**config.mk**
```make
export PLATFORM = sky130hd
export DESIGN_NAME = mem_port_arb
export DESIGN_NICKNAME = d
export VERILOG_FILES = /design/src/rtl/mem_pkg.sv /design/src/rtl/lsu_align.sv /design/src/rtl/mem_port_arb.sv
export SDC_FILE = /design/constraint.sdc
export NUM_CORES = 1
export LEC_CHECK = 0
export CAP_MARGIN = 20
export CORE_UTILIZATION = 40
export CTS_BUF_LIST = sky130_fd_sc_hd__clkbuf_8
export CTS_CLUSTER_SIZE = 28
export DETAILED_ROUTE_END_ITERATION = 12
export MAX_ROUTING_LAYER = met4
export PLACE_DENSITY = 0.8
export SYNTH_ARGS = -nofsm -noshare
export SYNTH_HDL_FRONTEND = slang
export SYNTH_HIERARCHICAL = 1
export SYNTH_SLANG_ARGS = --single-unit
```
**constraint.sdc**
```tcl
create_clock -name clk -period 1.9 [get_ports clk]
set_input_delay 0.38 -clock clk [delete_from_list [all_inputs] [get_ports clk]]
set_output_delay 0.38 -clock clk [all_outputs]
set_load 0.05 [all_outputs]
```
**src/rtl/mem_pkg.sv**
```systemverilog
// Shared types and constants for the instruction/data memory port arbiter.
// Holds the RV32I load/store size encoding, the arbiter FSM state encoding
// and the byte-enable base masks used by the store path.
package mem_pkg;

  // RV32I load/store width encoding carried in funct3
  typedef enum logic [2:0] {
    F3_B  = 3'b000,
    F3_H  = 3'b001,
    F3_W  = 3'b010,
    F3_BU = 3'b100,
    F3_HU = 3'b101
  } funct3_e;

  // Arbiter FSM: at most one memory transaction outstanding
  typedef enum logic [1:0] {
    ST_IDLE = 2'd0,
    ST_REQ  = 2'd1,
    ST_RESP = 2'd2
  } state_e;

  // Byte-enable masks for lane 0; shifted into place by the store path
  localparam logic [3:0] BE_B = 4'b0001;
  localparam logic [3:0] BE_H = 4'b0011;
  localparam logic [3:0] BE_W = 4'b1111;

endpackage

```
**src/rtl/lsu_align.sv**
```systemverilog
// Combinational lane handling for the data port.
// Store side: byte-enable generation and byte/half replication of write data.
// Load side: lane extraction from the returned word with sign or zero extension.
module lsu_align
  import mem_pkg::*;
(
  input  logic [1:0]  st_size,
  input  logic [1:0]  st_addr_lo,
  input  logic [31:0] st_wdata,
  output logic [3:0]  st_be,
  output logic [31:0] st_wdata_rep,
  input  logic [2:0]  ld_funct3,
  input  logic [1:0]  ld_addr_lo,
  input  logic [31:0] ld_rdata,
  output logic [31:0] ld_data
);

  logic [7:0]  ld_byte;
  logic [15:0] ld_half;

  function automatic logic [31:0] sext8(input logic signed [7:0] v);
    logic signed [31:0] w;
    w = v;
    return w;
  endfunction

  function automatic logic [31:0] sext16(input logic signed [15:0] v);
    logic signed [31:0] w;
    w = v;
    return w;
  endfunction

  // Store: place the enable mask on the addressed lane, replicate narrow data
  always_comb begin
    st_be        = BE_W;
    st_wdata_rep = st_wdata;
    case (st_size)
      2'b00: begin
        st_be        = BE_B << st_addr_lo;
        st_wdata_rep = {4{st_wdata[7:0]}};
      end
      2'b01: begin
        st_be        = BE_H << {st_addr_lo[1], 1'b0};
        st_wdata_rep = {2{st_wdata[15:0]}};
      end
      default: begin
        st_be        = BE_W;
        st_wdata_rep = st_wdata;
      end
    endcase
  end

  // Load: pick the addressed byte/half and extend it according to funct3
  always_comb begin
    ld_byte = ld_rdata[7:0];
    case (ld_addr_lo)
      2'd0: ld_byte = ld_rdata[7:0];
      2'd1: ld_byte = ld_rdata[15:8];
      2'd2: ld_byte = ld_rdata[23:16];
      2'd3: ld_byte = ld_rdata[31:24];
      default: ld_byte = ld_rdata[7:0];
    endcase
    ld_half = ld_addr_lo[1] ? ld_rdata[31:16] : ld_rdata[15:0];
    case (funct3_e'(ld_funct3))
      F3_B:    ld_data = sext8(ld_byte);
      F3_BU:   ld_data = {24'd0, ld_byte};
      F3_H:    ld_data = sext16(ld_half);
      F3_HU:   ld_data = {16'd0, ld_half};
      default: ld_data = ld_rdata;
    endcase
  end

endmodule

```
**src/rtl/mem_port_arb.sv**
```systemverilog
// Two-requester arbiter (instruction fetch, load/store) onto one memory port.
// Data normally wins; a starvation counter lets fetch in after MAX_DWIN
// consecutive data grants. One transaction outstanding: IDLE -> REQ -> RESP.
// Optional feature macro: MISALIGN_TRAP_EN -- misaligned data accesses are
// answered locally with d_err instead of being force-aligned.
module mem_port_arb
  import mem_pkg::*;
#(
  parameter int unsigned MAX_DWIN = 4
) (
  input  logic        clk,
  input  logic        rst,
  input  logic        if_req,
  input  logic [31:0] if_addr,
  output logic        if_gnt,
  output logic        if_rvalid,
  output logic [31:0] if_rdata,
  input  logic        d_req,
  input  logic        d_we,
  input  logic [31:0] d_addr,
  input  logic [31:0] d_wdata,
  input  logic [2:0]  d_funct3,
  output logic        d_gnt,
  output logic        d_rvalid,
  output logic [31:0] d_rdata,
  output logic        d_err,
  output logic        mem_req,
  output logic        mem_we,
  output logic [31:0] mem_addr,
  output logic [3:0]  mem_be,
  output logic [31:0] mem_wdata,
  input  logic        mem_gnt,
  input  logic        mem_rvalid,
  input  logic [31:0] mem_rdata
);

  localparam logic [3:0] MAX_CNT = 4'(MAX_DWIN);

  state_e      state_p1;
  logic [3:0]  starve_cnt_p1;
  logic        owner_d_p1;
  logic [31:0] addr_p1;
  logic [1:0]  addr_lo_p1;
  logic        we_p1;
  logic [3:0]  be_p1;
  logic [31:0] wdata_p1;
  logic [2:0]  funct3_p1;

  logic        idle;
  logic        fetch_win;
  logic        data_win;
  logic [3:0]  st_be;
  logic [31:0] st_wdata_rep;
  logic [31:0] ld_data;

  // Arbitration: data first unless fetch has waited MAX_DWIN data grants
  always_comb begin
    idle      = (state_p1 == ST_IDLE) && !rst;
    fetch_win = if_req && (!d_req || (starve_cnt_p1 == MAX_CNT));
    data_win  = d_req && !fetch_win;
  end

  assign if_gnt    = idle && fetch_win;
  assign d_gnt     = idle && data_win;

  assign mem_req   = (state_p1 == ST_REQ);
  assign mem_we    = we_p1;
  assign mem_addr  = addr_p1;
  assign mem_be    = be_p1;
  assign mem_wdata = wdata_p1;

  lsu_align u_lsu_align (
    .st_size      (d_funct3[1:0]),
    .st_addr_lo   (d_addr[1:0]),
    .st_wdata     (d_wdata),
    .st_be        (st_be),
    .st_wdata_rep (st_wdata_rep),
    .ld_funct3    (funct3_p1),
    .ld_addr_lo   (addr_lo_p1),
    .ld_rdata     (mem_rdata),
    .ld_data      (ld_data)
  );

`ifdef MISALIGN_TRAP_EN
  logic misaligned;

  // Half accesses need addr[0]=0, word accesses need addr[1:0]=0
  always_comb begin
    misaligned = 1'b0;
    case (d_funct3[1:0])
      2'b01:   misaligned = d_addr[0];
      2'b10:   misaligned = |d_addr[1:0];
      default: misaligned = 1'b0;
    endcase
  end
`else
  assign d_err = 1'b0;
`endif

  // Starvation counter: counts data grants that overtook a waiting fetch
  always_ff @(posedge clk) begin
    if (rst) begin
      starve_cnt_p1 <= 4'd0;
    end else if (idle) begin
      if (if_gnt || !if_req) begin
        starve_cnt_p1 <= 4'd0;
      end else if (d_gnt) begin
        starve_cnt_p1 <= starve_cnt_p1 + 4'd1;
      end
    end
  end

  // Transaction FSM: latch the winner, hold the memory request, return data
  always_ff @(posedge clk) begin
    if (rst) begin
      state_p1   <= ST_IDLE;
      owner_d_p1 <= 1'b0;
      addr_p1    <= 32'd0;
      addr_lo_p1 <= 2'd0;
      we_p1      <= 1'b0;
      be_p1      <= 4'd0;
      wdata_p1   <= 32'd0;
      funct3_p1  <= 3'd0;
      if_rvalid  <= 1'b0;
      if_rdata   <= 32'd0;
      d_rvalid   <= 1'b0;
      d_rdata    <= 32'd0;
`ifdef MISALIGN_TRAP_EN
      d_err      <= 1'b0;
`endif
    end else begin
      if_rvalid <= 1'b0;
      d_rvalid  <= 1'b0;
`ifdef MISALIGN_TRAP_EN
      d_err     <= 1'b0;
`endif
      case (state_p1)
        ST_IDLE: begin
          if (fetch_win) begin
            owner_d_p1 <= 1'b0;
            addr_p1    <= {if_addr[31:2], 2'b00};
            addr_lo_p1 <= if_addr[1:0];
            we_p1      <= 1'b0;
            be_p1      <= BE_W;
            wdata_p1   <= 32'd0;
            funct3_p1  <= F3_W;
            state_p1   <= ST_REQ;
          end else if (data_win) begin
`ifdef MISALIGN_TRAP_EN
            if (misaligned) begin
              d_rvalid <= 1'b1;
              d_err    <= 1'b1;
              d_rdata  <= 32'd0;
            end else
`endif
            begin
              owner_d_p1 <= 1'b1;
              addr_p1    <= {d_addr[31:2], 2'b00};
              addr_lo_p1 <= d_addr[1:0];
              we_p1      <= d_we;
              be_p1      <= st_be;
              wdata_p1   <= st_wdata_rep;
              funct3_p1  <= d_funct3;
              state_p1   <= ST_REQ;
            end
          end
        end
        ST_REQ: begin
          if (mem_gnt) begin
            state_p1 <= ST_RESP;
          end
        end
        ST_RESP: begin
          if (mem_rvalid) begin
            state_p1 <= ST_IDLE;
            if (owner_d_p1) begin
              d_rvalid <= 1'b1;
              d_rdata  <= ld_data;
            end else begin
              if_rvalid <= 1'b1;
              if_rdata  <= mem_rdata;
            end
          end
        end
        default: state_p1 <= ST_IDLE;
      endcase
    end
  end

endmodule

```
==> results of run 1 <==
## through the flow
stage	power (mW)	setup slack (ns)
2_1_floorplan	4.775	-0.08323
4_1_cts	8.309	-0.3383
5_1_grt	8.739	-0.3268
3_3_place_gp	5.657	-0.2994
6_report	8.440	-0.2588
3_5_place_dp	5.676	-0.3597
## cell type report
class | instances | area, sq um
Timing Repair Buffer | 335 | 3137
Multi-Input combinational cell | 646 | 4227
Clock inverter | 11 | 162.7
Clock buffer | 19 | 261.5
Inverter | 5 | 18.77
Fill cell | 1488 | 6360
Sequential cell | 145 | 2909
Tap cell | 225 | 281.5
## worst paths after layout
path | startpoint | end | slack [ns]
worst min-delay path | rst | starve_cnt_p1[0] | 0.25
worst min register to register | if_rdata[1] | if_rdata[1] | 0.45
worst max register to register | starve_cnt_p1[0] | addr_lo_p1[1] | -0.12
worst max-delay path | starve_cnt_p1[0] | if_gnt | -0.26
## flip-flops by register name, summed over array words and instances, names as in the netlist, 2 cells and up
name / count
addr_lo_p1: 2
d_rdata: 32
funct3_p1: 3
if_rdata: 32
mem_addr: 30
mem_be: 4
mem_wdata: 32
starve_cnt_p1: 4
state_p1: 2
## critical path, cell delays in order (launching register included)
cell                       delay [ns]
sky130_fd_sc_hd__dfxtp_2         0.33
sky130_fd_sc_hd__inv_2           0.08
sky130_fd_sc_hd__ha_4            0.14
sky130_fd_sc_hd__nand4b_1        0.20
sky130_fd_sc_hd__and2_4          0.25
sky130_fd_sc_hd__nor3_4          0.16
sky130_fd_sc_hd__buf_12          0.17
## layer usage
layer | vias up | routed length, microns | global-route usage
li1 | 3745 | - | -
met1 | 3730 | 10580 | 0.3375
met2 | 392 | 12020 | 0.4208
met3 | 72 | 2063 | 0.05874
met4 | 0 | 943 | 0.1255
met5 | - | 0 | -
## repair_timing
item	4_1_cts	5_1_grt
buffers inserted	5	1
gates resized for setup	115	75
setup endpoints to repair	87	43
cloned	0	1
pin swaps	3	11
## power groups by stage
| stage | Clock (mW) | Sequential (mW) | Combinational, mW |
|---|---|---|---|
| after floorplan | 0 | 3.87 | 0.909 |
| after global placement | 0 | 3.38 | 2.27 |
| after detailed placement | 0 | 3.38 | 2.29 |
| after CTS | 2.74 | 3.31 | 2.26 |
| after global routing | 2.85 | 3.33 | 2.55 |
| final | 2.71 | 3.32 | 2.42 |
## cell families after synthesis
logic type / count (synthesis) / synth area share
fa+ha+maj: 2 / 0.003512
compound gates: 255 / 0.2109
other cells: 1 / 0.0005264
simple gates: 360 / 0.2594
flops: 145 / 0.4074
mux: 26 / 0.04285
buf+inv: 120 / 0.07534
## cells in the mapped netlist, drive strengths merged (5+ instances only)
library cell    n  area share
a211oi          5      0.0053
nand2         210        0.11
a2111oi        32       0.039
inv             5      0.0026
nand2b         10      0.0088
buf            34       0.030
mux2i           8       0.011
nand4b          5      0.0061
and4b          33       0.046
nand4          37       0.032
nor2           12      0.0067
dfxtp         145        0.41
a22oi           8      0.0084
nor4           32       0.028
nor3            6      0.0042
clkbuf         81       0.043
a221o           8       0.011
o21ai          50       0.035
a21oi         141       0.099
mux2           16       0.025
==> flow_summary.json, run 1 <==
{
  "syn-instance-count": 909,
  "die_x_microns": 135.5,
  "max-cap-violations": 0,
  "stdcell_area_sq_mm": 0.01100,
  "cts_tree": "built",
  "dpl.hpwl_microns": 16890,
  "place.gp.congestion": 0.8475,
  "cell_area_synth_sq_mm": 0.007124,
  "tns_ns": -0.7806,
  "vias_per_cell": 5.728,
  "insertion_delay_ns": 0.45,
  "maxClockFrequency_mhz": 463.2,
  "wl_microns": 25600,
  "violated_checks": "negative setup slack",
  "vdd_ir_drop_max_v": 0.0004293,
  "maxSlewHeadroom": 0.6558,
  "overflow": 0,
  "path_max_fanout": 3,
  "worst_ep_arrival_time_ns": 1.78,
  "cts.reportedPaths.clkPinSlew_ns": 0.08,
  "grt_pass1_wl_microns": 38120,
  "synthDistinctLibCells": 46,
  "detailedRoute.firstIterationViolations": 803,
  "fin_worst_hold_slack_ns": 0.2526,
  "share_clk_of_total_power": 0.321,
  "synth.yosys.seq_area_share": 0.4074,
  "setup.worst_path.class": "flop to output pin",
  "detail_route.wl_per_cell_microns": 18.47,
  "synth_enable_flop_cells": 0,
  "finClkSkew_ns": 0.009745,
  "grt_setup_unrepaired": "yes",
  "maximum_clock_insertion_buffer_count": 2,
  "r2r.worst_path.cells": 8,
  "final-hold-violation-count": 0,
  "cell_internal_power_mw": 5.612,
  "diodes": 0,
  "ctsHtreeMaxLevel": 4,
  "cp-end-kind": "output pin",
  "clock_sinks": 145,
  "root_buffer": "sky130_fd_sc_hd__clkbuf_8",
  "power_leakage_nw": 4.411,
  "tritoncts.num_buffers": 17,
  "worst_hold_path.num_cells": 2,
  "setup_violations": 7,
  "routed-via-count": 7939,
  "relative_contribution_of_combinational_cells_to_total_power": 0.286,
  "grt_antenna_before_repair": 0,
  "switching_share": 0.3351,
  "synthArstFlopShare": 0,
  "post-route-drc-count": 0,
  "worst_setup_slack_after_layout_ns": -0.2588,
  "netSwitchingPower_mw": 2.828,
  "outcome": "complete, but fails checks",
  "cp_data_required_time_ns": 1.52,
  "placeableCoreArea_sq_mm": 0.01736,
  "maxSlewViolCount": 0,
  "dpl-instance-area_sq_mm": 0.01009,
  "io_pins": 277,
  "numPlacedInstances": 1349,
  "worst_margin_slew_ns": 0.5183,
  "starting_density_of_the_core": 0.4105,
  "min_cycle_time_layout_ns": 2.159,
  "yosys_warnings": 6,
  "floorplan.die_area_sq_mm": 0.01835,
  "grt_pass1_vias": 7372,
  "synth_flop_cell": "sky130_fd_sc_hd__dfxtp_1",
  "syn_to_final_growth_pct": 54.36,
  "layout-drive-gt1-share": 0.1972,
  "grt_start_max_net_pins": 97,
  "first_pass_iters": 5,
  "antenna_violating_nets_post_route": 0,
  "groute.usage.overall": 0.2718,
  "final_min_period_over_clock_period": 1.136,
  "ys_ff_latch": 145,
  "finish.net_count": 1290,
  "rows": 48,
  "ctsHoldBuffers": 0,
  "post_syn_area_per_cell_sq_um": 7.838,
  "non_filler_cells_final": 1386,
  "die_height_microns": 135.5,
  "setup.worst_path.start_class": "flop",
  "mostFrequentLayoutCells": "sky130_fd_sc_hd__nand2_1 (209), sky130_fd_sc_hd__a21oi_1 (140), sky130_fd_sc_hd__dfxtp_1 (140), sky130_fd_sc_hd__clkdlybuf4s50_1 (135), sky130_fd_sc_hd__buf_4 (101)",
  "holdCritPathClass": "input port to flop",
  "sequential_share_of_power": 0.393,
  "power-per-cell-area_mw_per_mm2": 767.5,
  "most_frequent_standard_cell_in_the_layout_excluding_fill_and_tap_cells": "sky130_fd_sc_hd__nand2_1",
  "layout.core_utilization": 0.6336,
  "buffer_ports.inserted": 273
}
(Power assumes the default switching activity.)
==> inputs of run 2 (changes only) <==
--- a/config.mk
+++ b/config.mk
@@ -6,12 +6,13 @@
 export NUM_CORES = 1
 export LEC_CHECK = 0
 export CAP_MARGIN = 20
-export CORE_UTILIZATION = 40
+export CORE_UTILIZATION = 46
 export CTS_BUF_LIST = sky130_fd_sc_hd__clkbuf_8
+export CTS_CLUSTER_DIAMETER = 120
 export CTS_CLUSTER_SIZE = 28
 export DETAILED_ROUTE_END_ITERATION = 12
 export MAX_ROUTING_LAYER = met4
-export PLACE_DENSITY = 0.8
+export PLACE_DENSITY = 0.9
 export SYNTH_ARGS = -nofsm -noshare
 export SYNTH_HDL_FRONTEND = slang
 export SYNTH_HIERARCHICAL = 1
==> run 2 against run 1 <==
The run still ends with negative setup slack left. Worst setup slack got worse by 0.025 ns. Design area down 4.9%. Clock skew rose by 0.0047 ns. Sequential share of layout area grew 1.4 points. Register-to-register slack better by 0.11 ns. Hold slack lost 0.032 ns. Largest cell class unchanged.
==> flow_summary.json, run 2 (same netlist as run 1, synthesis figures left out) <==
{
  "r2r.worst_path.cells": 6,
  "overflow": 0,
  "place.gp.congestion": 0.9240,
  "cts.reportedPaths.clkPinSlew_ns": 0.07,
  "path_max_fanout": 8,
  "cts_tree": "built",
  "grt_setup_unrepaired": "yes",
  "dpl-instance-area_sq_mm": 0.009982,
  "stdcell_area_sq_mm": 0.01046,
  "worst_r2r_endpoint": "mem_addr[2]",
  "min_cycle_time_layout_ns": 2.184,
  "diodes": 0,
  "final-hold-violation-count": 0,
  "ctsHtreeMaxLevel": 4,
  "buffer_ports.inserted": 273,
  "cp_cell_sequence": "or2_2 -> nor4b_4 -> buf_12",
  "setup_violations": 3,
  "clock_sinks": 145,
  "routed-via-count": 8130,
  "placement.setup.worst_slack_ns": -0.3273,
  "max-cap-violations": 0,
  "finClkSkew_ns": 0.01441,
  "regToRegStartpoint": "starve_cnt_p1[0]",
  "violated_checks": "negative setup slack",
  "io_pins": 277,
  "worst_margin_slew_ns": 0.6389,
  "post-route-drc-count": 0,
  "vias_per_cell": 6.063,
  "holdCritPathClass": "input port to flop",
  "finish.net_count": 1283,
  "groute.usage.overall": 0.3083,
  "starting_density_of_the_core": 0.4704,
  "root_buffer": "sky130_fd_sc_hd__clkbuf_8",
  "outcome": "complete, but fails checks",
  "fill_cells": 1253,
  "power_leakage_nw": 4.339,
  "die_x_microns": 126.5,
  "rows": 45,
  "maximum_clock_insertion_buffer_count": 2,
  "dpl.hpwl_microns": 16470,
  "maxClockFrequency_mhz": 457.9,
  "grt_start_max_net_pins": 111,
  "first_pass_iters": 5,
  "r2r_setup_slack_ns": -0.01,
  "worst_ep_arrival_time_ns": 1.80,
  "power-per-cell-area_mw_per_mm2": 780.0,
  "final_min_period_over_clock_period": 1.149,
  "tritoncts.num_buffers": 17,
  "setup.worst_path.start_class": "flop",
  "vdd_ir_drop_max_v": 0.0004525,
  "floorplan.die_area_sq_mm": 0.01599,
  "cpPeakStageDelay_ns": 0.42,
  "worstSetupEndpoint": "d_gnt",
  "critPathLaunch": "state_p1[0]",
  "antenna_violating_nets_post_route": 0,
  "setup.worst_path.class": "flop to output pin",
  "layout-drive-gt1-share": 0.1509,
  "die_height_microns": 126.5,
  "maxSlewViolCount": 0,
  "layout.core_utilization": 0.6904,
  "placeableCoreArea_sq_mm": 0.01515,
  "mostFrequentLayoutCells": "sky130_fd_sc_hd__nand2_1 (209), sky130_fd_sc_hd__a21oi_1 (141), sky130_fd_sc_hd__dfxtp_1 (141), sky130_fd_sc_hd__clkdlybuf4s50_1 (135), sky130_fd_sc_hd__buf_4 (91)",
  "cp-end-kind": "output pin",
  "detailedRoute.firstIterationViolations": 868,
  "syn_to_final_growth_pct": 46.77,
  "grt_antenna_before_repair": 0,
  "grt_pass1_wl_microns": 38070,
  "wl_microns": 24910,
  "most_frequent_standard_cell_in_the_layout_excluding_fill_and_tap_cells": "sky130_fd_sc_hd__nand2_1",
  "slowest_stage": "sky130_fd_sc_hd__or2_2",
  "grt_pass1_vias": 7448,
  "insertion_delay_ns": 0.47,
  "worst_setup_slack_after_layout_ns": -0.2838,
  "fin_worst_hold_slack_ns": 0.2208,
  "cp_data_required_time_ns": 1.52,
  "detail_route.wl_per_cell_microns": 18.57,
  "maxSlewHeadroom": 0.5741,
  "ctsHoldBuffers": 0
}
## run 2: power breakdown
group	internal (mW)	total, mW	switching (mW)	leakage (nW)
sequential	3.20	3.31	0.106	1.19
clock	1.39	2.58	1.19	0.200
combinational	0.867	2.26	1.40	2.95
## run 2: worst min-delay path by stage
stage | cells after the start | slack (ns) | end | startpoint
floorplan | 2 | 0.45 | starve_cnt_p1[0] | starve_cnt_p1[0]
global placement | 2 | 0.44 | if_rdata[1] | if_rdata[1]
detailed placement | 2 | 0.45 | if_rdata[7] | if_rdata[7]
CTS | 2 | 0.21 | owner_d_p1 | rst
global route | 2 | 0.23 | mem_addr[3] | rst
finish | 2 | 0.22 | owner_d_p1 | rst
## run 2: per-layer routing
layer  up-vias  wire, microns  track usage
li1       3732              -            -
met1      3861           9979       0.3595
met2       471          11980       0.4982
met3        66           2052      0.07339
met4         0            897       0.1517
met5         -              0            -
## run 2: worst max-delay path, delay by kind of cell (launching register included)
family / cells / cell delay, ns
buf+inv: 1 / 0.18
simple gates: 2 / 0.78
flops: 1 / 0.37
## run 2: layout make-up
class	count	area, sq um	area share
flip-flops and latches	145	2908	0.2781
repair buffers	328	3092	0.2957
clock inverters	12	170.2	0.01627
multi-input cells	646	3799	0.3633
well taps	188	235.2	0.02250
inverters	5	18.77	0.001795
clock buffers	17	234.0	0.02238
## run 2: repair_timing
action | 4_1_cts | 5_1_grt
gates resized for setup | 98 | 17
cloned | 0 | 2
setup endpoints to repair | 91 | 64
buffers inserted | 8 | 3
pin swaps | 4 | 5
## run 2: per-stage QoR
stage / setup TNS [ns] / instances / power (mW)
global placement: -9.490 / 1301 / 5.617
CTS: -0.9172 / 1338 / 8.124
detailed placement: -12.12 / 1301 / 5.644
global route: -1.575 / 1341 / 8.441
finish: -0.5460 / 1341 / 8.156
floorplan: -0.1466 / 911 / 4.775
==> inputs of run 3 (changes only) <==
--- a/config.mk
+++ b/config.mk
@@ -6,13 +6,15 @@
 export NUM_CORES = 1
 export LEC_CHECK = 0
 export CAP_MARGIN = 20
-export CORE_UTILIZATION = 46
+export CELL_PAD_IN_SITES_DETAIL_PLACEMENT = 1
+export CELL_PAD_IN_SITES_GLOBAL_PLACEMENT = 2
+export CORE_UTILIZATION = 25
 export CTS_BUF_LIST = sky130_fd_sc_hd__clkbuf_8
 export CTS_CLUSTER_DIAMETER = 120
 export CTS_CLUSTER_SIZE = 28
 export DETAILED_ROUTE_END_ITERATION = 12
 export MAX_ROUTING_LAYER = met4
-export PLACE_DENSITY = 0.9
+export PLACE_DENSITY = 0.89
 export SYNTH_ARGS = -nofsm -noshare
 export SYNTH_HDL_FRONTEND = slang
 export SYNTH_HIERARCHICAL = 1
==> run 3 against run 2 <==
Critical path depth increased by 4. Maximum frequency increased by 1.6%. Sequential share of layout area decreased by 0.76 points. The run still ends with negative setup slack left. Register-to-register slack improved by 0.09 ns. Clock skew about the same. Routed wire length increased by 18%. Critical path type unchanged. Combinational power increased by 3%. Hold slack improved by 0.021 ns. Core utilization decreased by 31 points. Power increased by 1.9%.
==> flow_summary.json, run 3 (same netlist as run 1, synthesis figures left out) <==
{
  "groute.usage.overall": 0.2053,
  "grt_pass1_vias": 7889,
  "path_max_fanout": 3,
  "dpl.hpwl_microns": 20100,
  "grt.met3_usage": 0.04048,
  "place.gp.congestion": 0.8443,
  "post-route-drc-count": 0,
  "worstHoldEndpoint": "starve_cnt_p1[2]",
  "buffer_ports.inserted": 273,
  "routed-via-count": 7791,
  "maxSlewHeadroom": 0.5940,
  "r2r_setup_slack_ns": 0.08,
  "report.power.total_mw": 8.311,
  "timing.hold.worst.start": "rst",
  "outcome": "complete, but fails checks",
  "maxClockFrequency_mhz": 465.3,
  "cp-end-kind": "output pin",
  "syn_to_final_growth_pct": 51.09,
  "io_pins": 277,
  "max-cap-violations": 0,
  "ctsHtreeMaxLevel": 4,
  "stdcell_area_sq_mm": 0.01076,
  "worst_margin_slew_ns": 0.6090,
  "grt_pass1_wl_microns": 45020,
  "setup_violations": 2,
  "detailedRoute.firstIterationViolations": 453,
  "path_delay_family": "simple AND/OR/NAND/NOR gates",
  "slowest_stage": "sky130_fd_sc_hd__dfxtp_2",
  "wl_microns": 29320,
  "grt_start_max_net_pins": 120,
  "power-per-cell-area_mw_per_mm2": 772.1,
  "overflow": 0,
  "die_height_microns": 170.8,
  "fill_cells": 3392,
  "holdCritPathClass": "input port to flop",
  "layout-drive-gt1-share": 0.1693,
  "cts.reportedPaths.clkPinSlew_ns": 0.09,
  "grt_use_met1": 0.2595,
  "critPathLaunch": "starve_cnt_p1[0]",
  "mostFrequentLayoutCells": "sky130_fd_sc_hd__nand2_1 (209), sky130_fd_sc_hd__a21oi_1 (141), sky130_fd_sc_hd__dfxtp_1 (140), sky130_fd_sc_hd__clkdlybuf4s50_1 (135), sky130_fd_sc_hd__buf_4 (99)",
  "worst_r2r_endpoint": "d_rdata[9]",
  "tritoncts.num_buffers": 17,
  "regToRegStartpoint": "addr_lo_p1[1]",
  "worst_ep_arrival_time_ns": 1.77,
  "maximum_clock_insertion_buffer_count": 2,
  "rows": 61,
  "grt_antenna_before_repair": 1,
  "grt.met2_usage": 0.3331,
  "final_min_period_over_clock_period": 1.131,
  "finish.net_count": 1286,
  "final-seq-area_sq_mm": 0.002912,
  "detail_route.wl_per_cell_microns": 19.08,
  "cpPeakStageDelay_ns": 0.35,
  "cp_cell_sequence": "inv_2 -> ha_4 -> nand4b_1 -> buf_6 -> nand2_4 -> nor4b_4 -> buf_12",
  "insertion_delay_ns": 0.44,
  "r2r.worst_path.cells": 5,
  "tns_ns": -0.4856,
  "final-hold-violation-count": 0,
  "clock_sinks": 145,
  "layout.core_utilization": 0.3853,
  "min_cycle_time_layout_ns": 2.149,
  "worst_hold_path.num_cells": 2,
  "finClkSkew_ns": 0.01474,
  "most_frequent_standard_cell_in_the_layout_excluding_fill_and_tap_cells": "sky130_fd_sc_hd__nand2_1",
  "setup.worst_path.class": "flop to output pin",
  "violated_checks": "negative setup slack",
  "vias_per_cell": 5.069,
  "dpl-instance-area_sq_mm": 0.01028,
  "critical_path.n_buffers_inverters": 3,
  "worst_setup_slack_after_layout_ns": -0.2492,
  "cp_data_required_time_ns": 1.52,
  "first_pass_iters": 5,
  "grt_setup_unrepaired": "yes",
  "starting_density_of_the_core": 0.2550,
  "antenna_violating_nets_post_route": 0,
  "power_leakage_nw": 4.341,
  "floorplan.die_area_sq_mm": 0.02918,
  "numPlacedInstances": 1500,
  "multi_input_comb_area_sq_mm": 0.003845,
  "die_x_microns": 170.8,
  "root_buffer": "sky130_fd_sc_hd__clkbuf_8",
  "top_usage_layer": "met2",
  "cts_tree": "built",
  "setup.worst_path.start_class": "flop",
  "non_filler_cells_final": 1537,
  "vdd_ir_drop_max_v": 0.0004000,
  "placeableCoreArea_sq_mm": 0.02793,
  "ctsHoldBuffers": 0,
  "maxSlewViolCount": 0
}
## run 3: cell types whose count changed in the layout (fill, tap and decap cells not counted), moves of 3 or more
cell and delta:
sky130_fd_sc_hd__inv_6 +3, sky130_fd_sc_hd__dlygate4sd2_1 -9, sky130_fd_sc_hd__nor4_2 +3, sky130_fd_sc_hd__a2111oi_2 +3, sky130_fd_sc_hd__a2111oi_0 +3, sky130_fd_sc_hd__buf_4 +8
sky130_fd_sc_hd__nor4_1 -3, sky130_fd_sc_hd__a2111oi_1 -6, sky130_fd_sc_hd__buf_6 +4
## run 3: worst register-to-register path, delay by kind of cell, from the launching register on
kind / cells / cell delay, ns
mux: 1 / 0.56
compound gates: 2 / 0.34
flops: 1 / 0.40
simple gates: 2 / 0.39
## run 3: repair_timing
item,4_1_cts,5_1_grt
endpoints found under the setup margin,99,77
endpoints found under the hold margin,0,0
pin swaps,3,3
resized for setup,91,31
cloned,0,0
buffers inserted,3,2
## run 3: layer usage
layer / part of all wire / up-vias
met4: 0.014 / 0
met5: 0 / -
met2: 0.48 / 243
met1: 0.46 / 3792
met3: 0.050 / 24
li1: - / 3732
## run 3: area by class of cell
cell class	instances	share of cell area
diodes	1	0.0002325
clock buffers	18	0.02302
clock inverters	13	0.01511
inverters	5	0.001744
multi-input cells	646	0.3572
flip-flops and latches	145	0.2705
well taps	378	0.04394
repair buffers	331	0.2883
## run 3: report_power, final
part	switching (mW)	total [mW]	internal [mW]
combinational	1.44	2.33	0.889
clock	1.33	2.66	1.34
sequential	0.114	3.32	3.20
## run 3: through the flow
step                      setup slack [ns]  hold WS (ns)
after detailed placement           -0.4195        0.4459
after global placement             -0.3306        0.4420
after global routing               -0.3693        0.2045
after CTS                          -0.3276        0.2130
after floorplan                   -0.08323        0.4530
final                              -0.2492        0.2422
## run 3: how the worst max path moves through the flow
stage | end | slack (ns) | cells past startpoint
after floorplan | d_gnt | -0.08 | 5
after global placement | d_rdata[15] | -0.33 | 6
after detailed placement | addr_lo_p1[1] | -0.42 | 6
after CTS | d_gnt | -0.33 | 7
after global routing | d_gnt | -0.37 | 7
final | d_gnt | -0.25 | 7
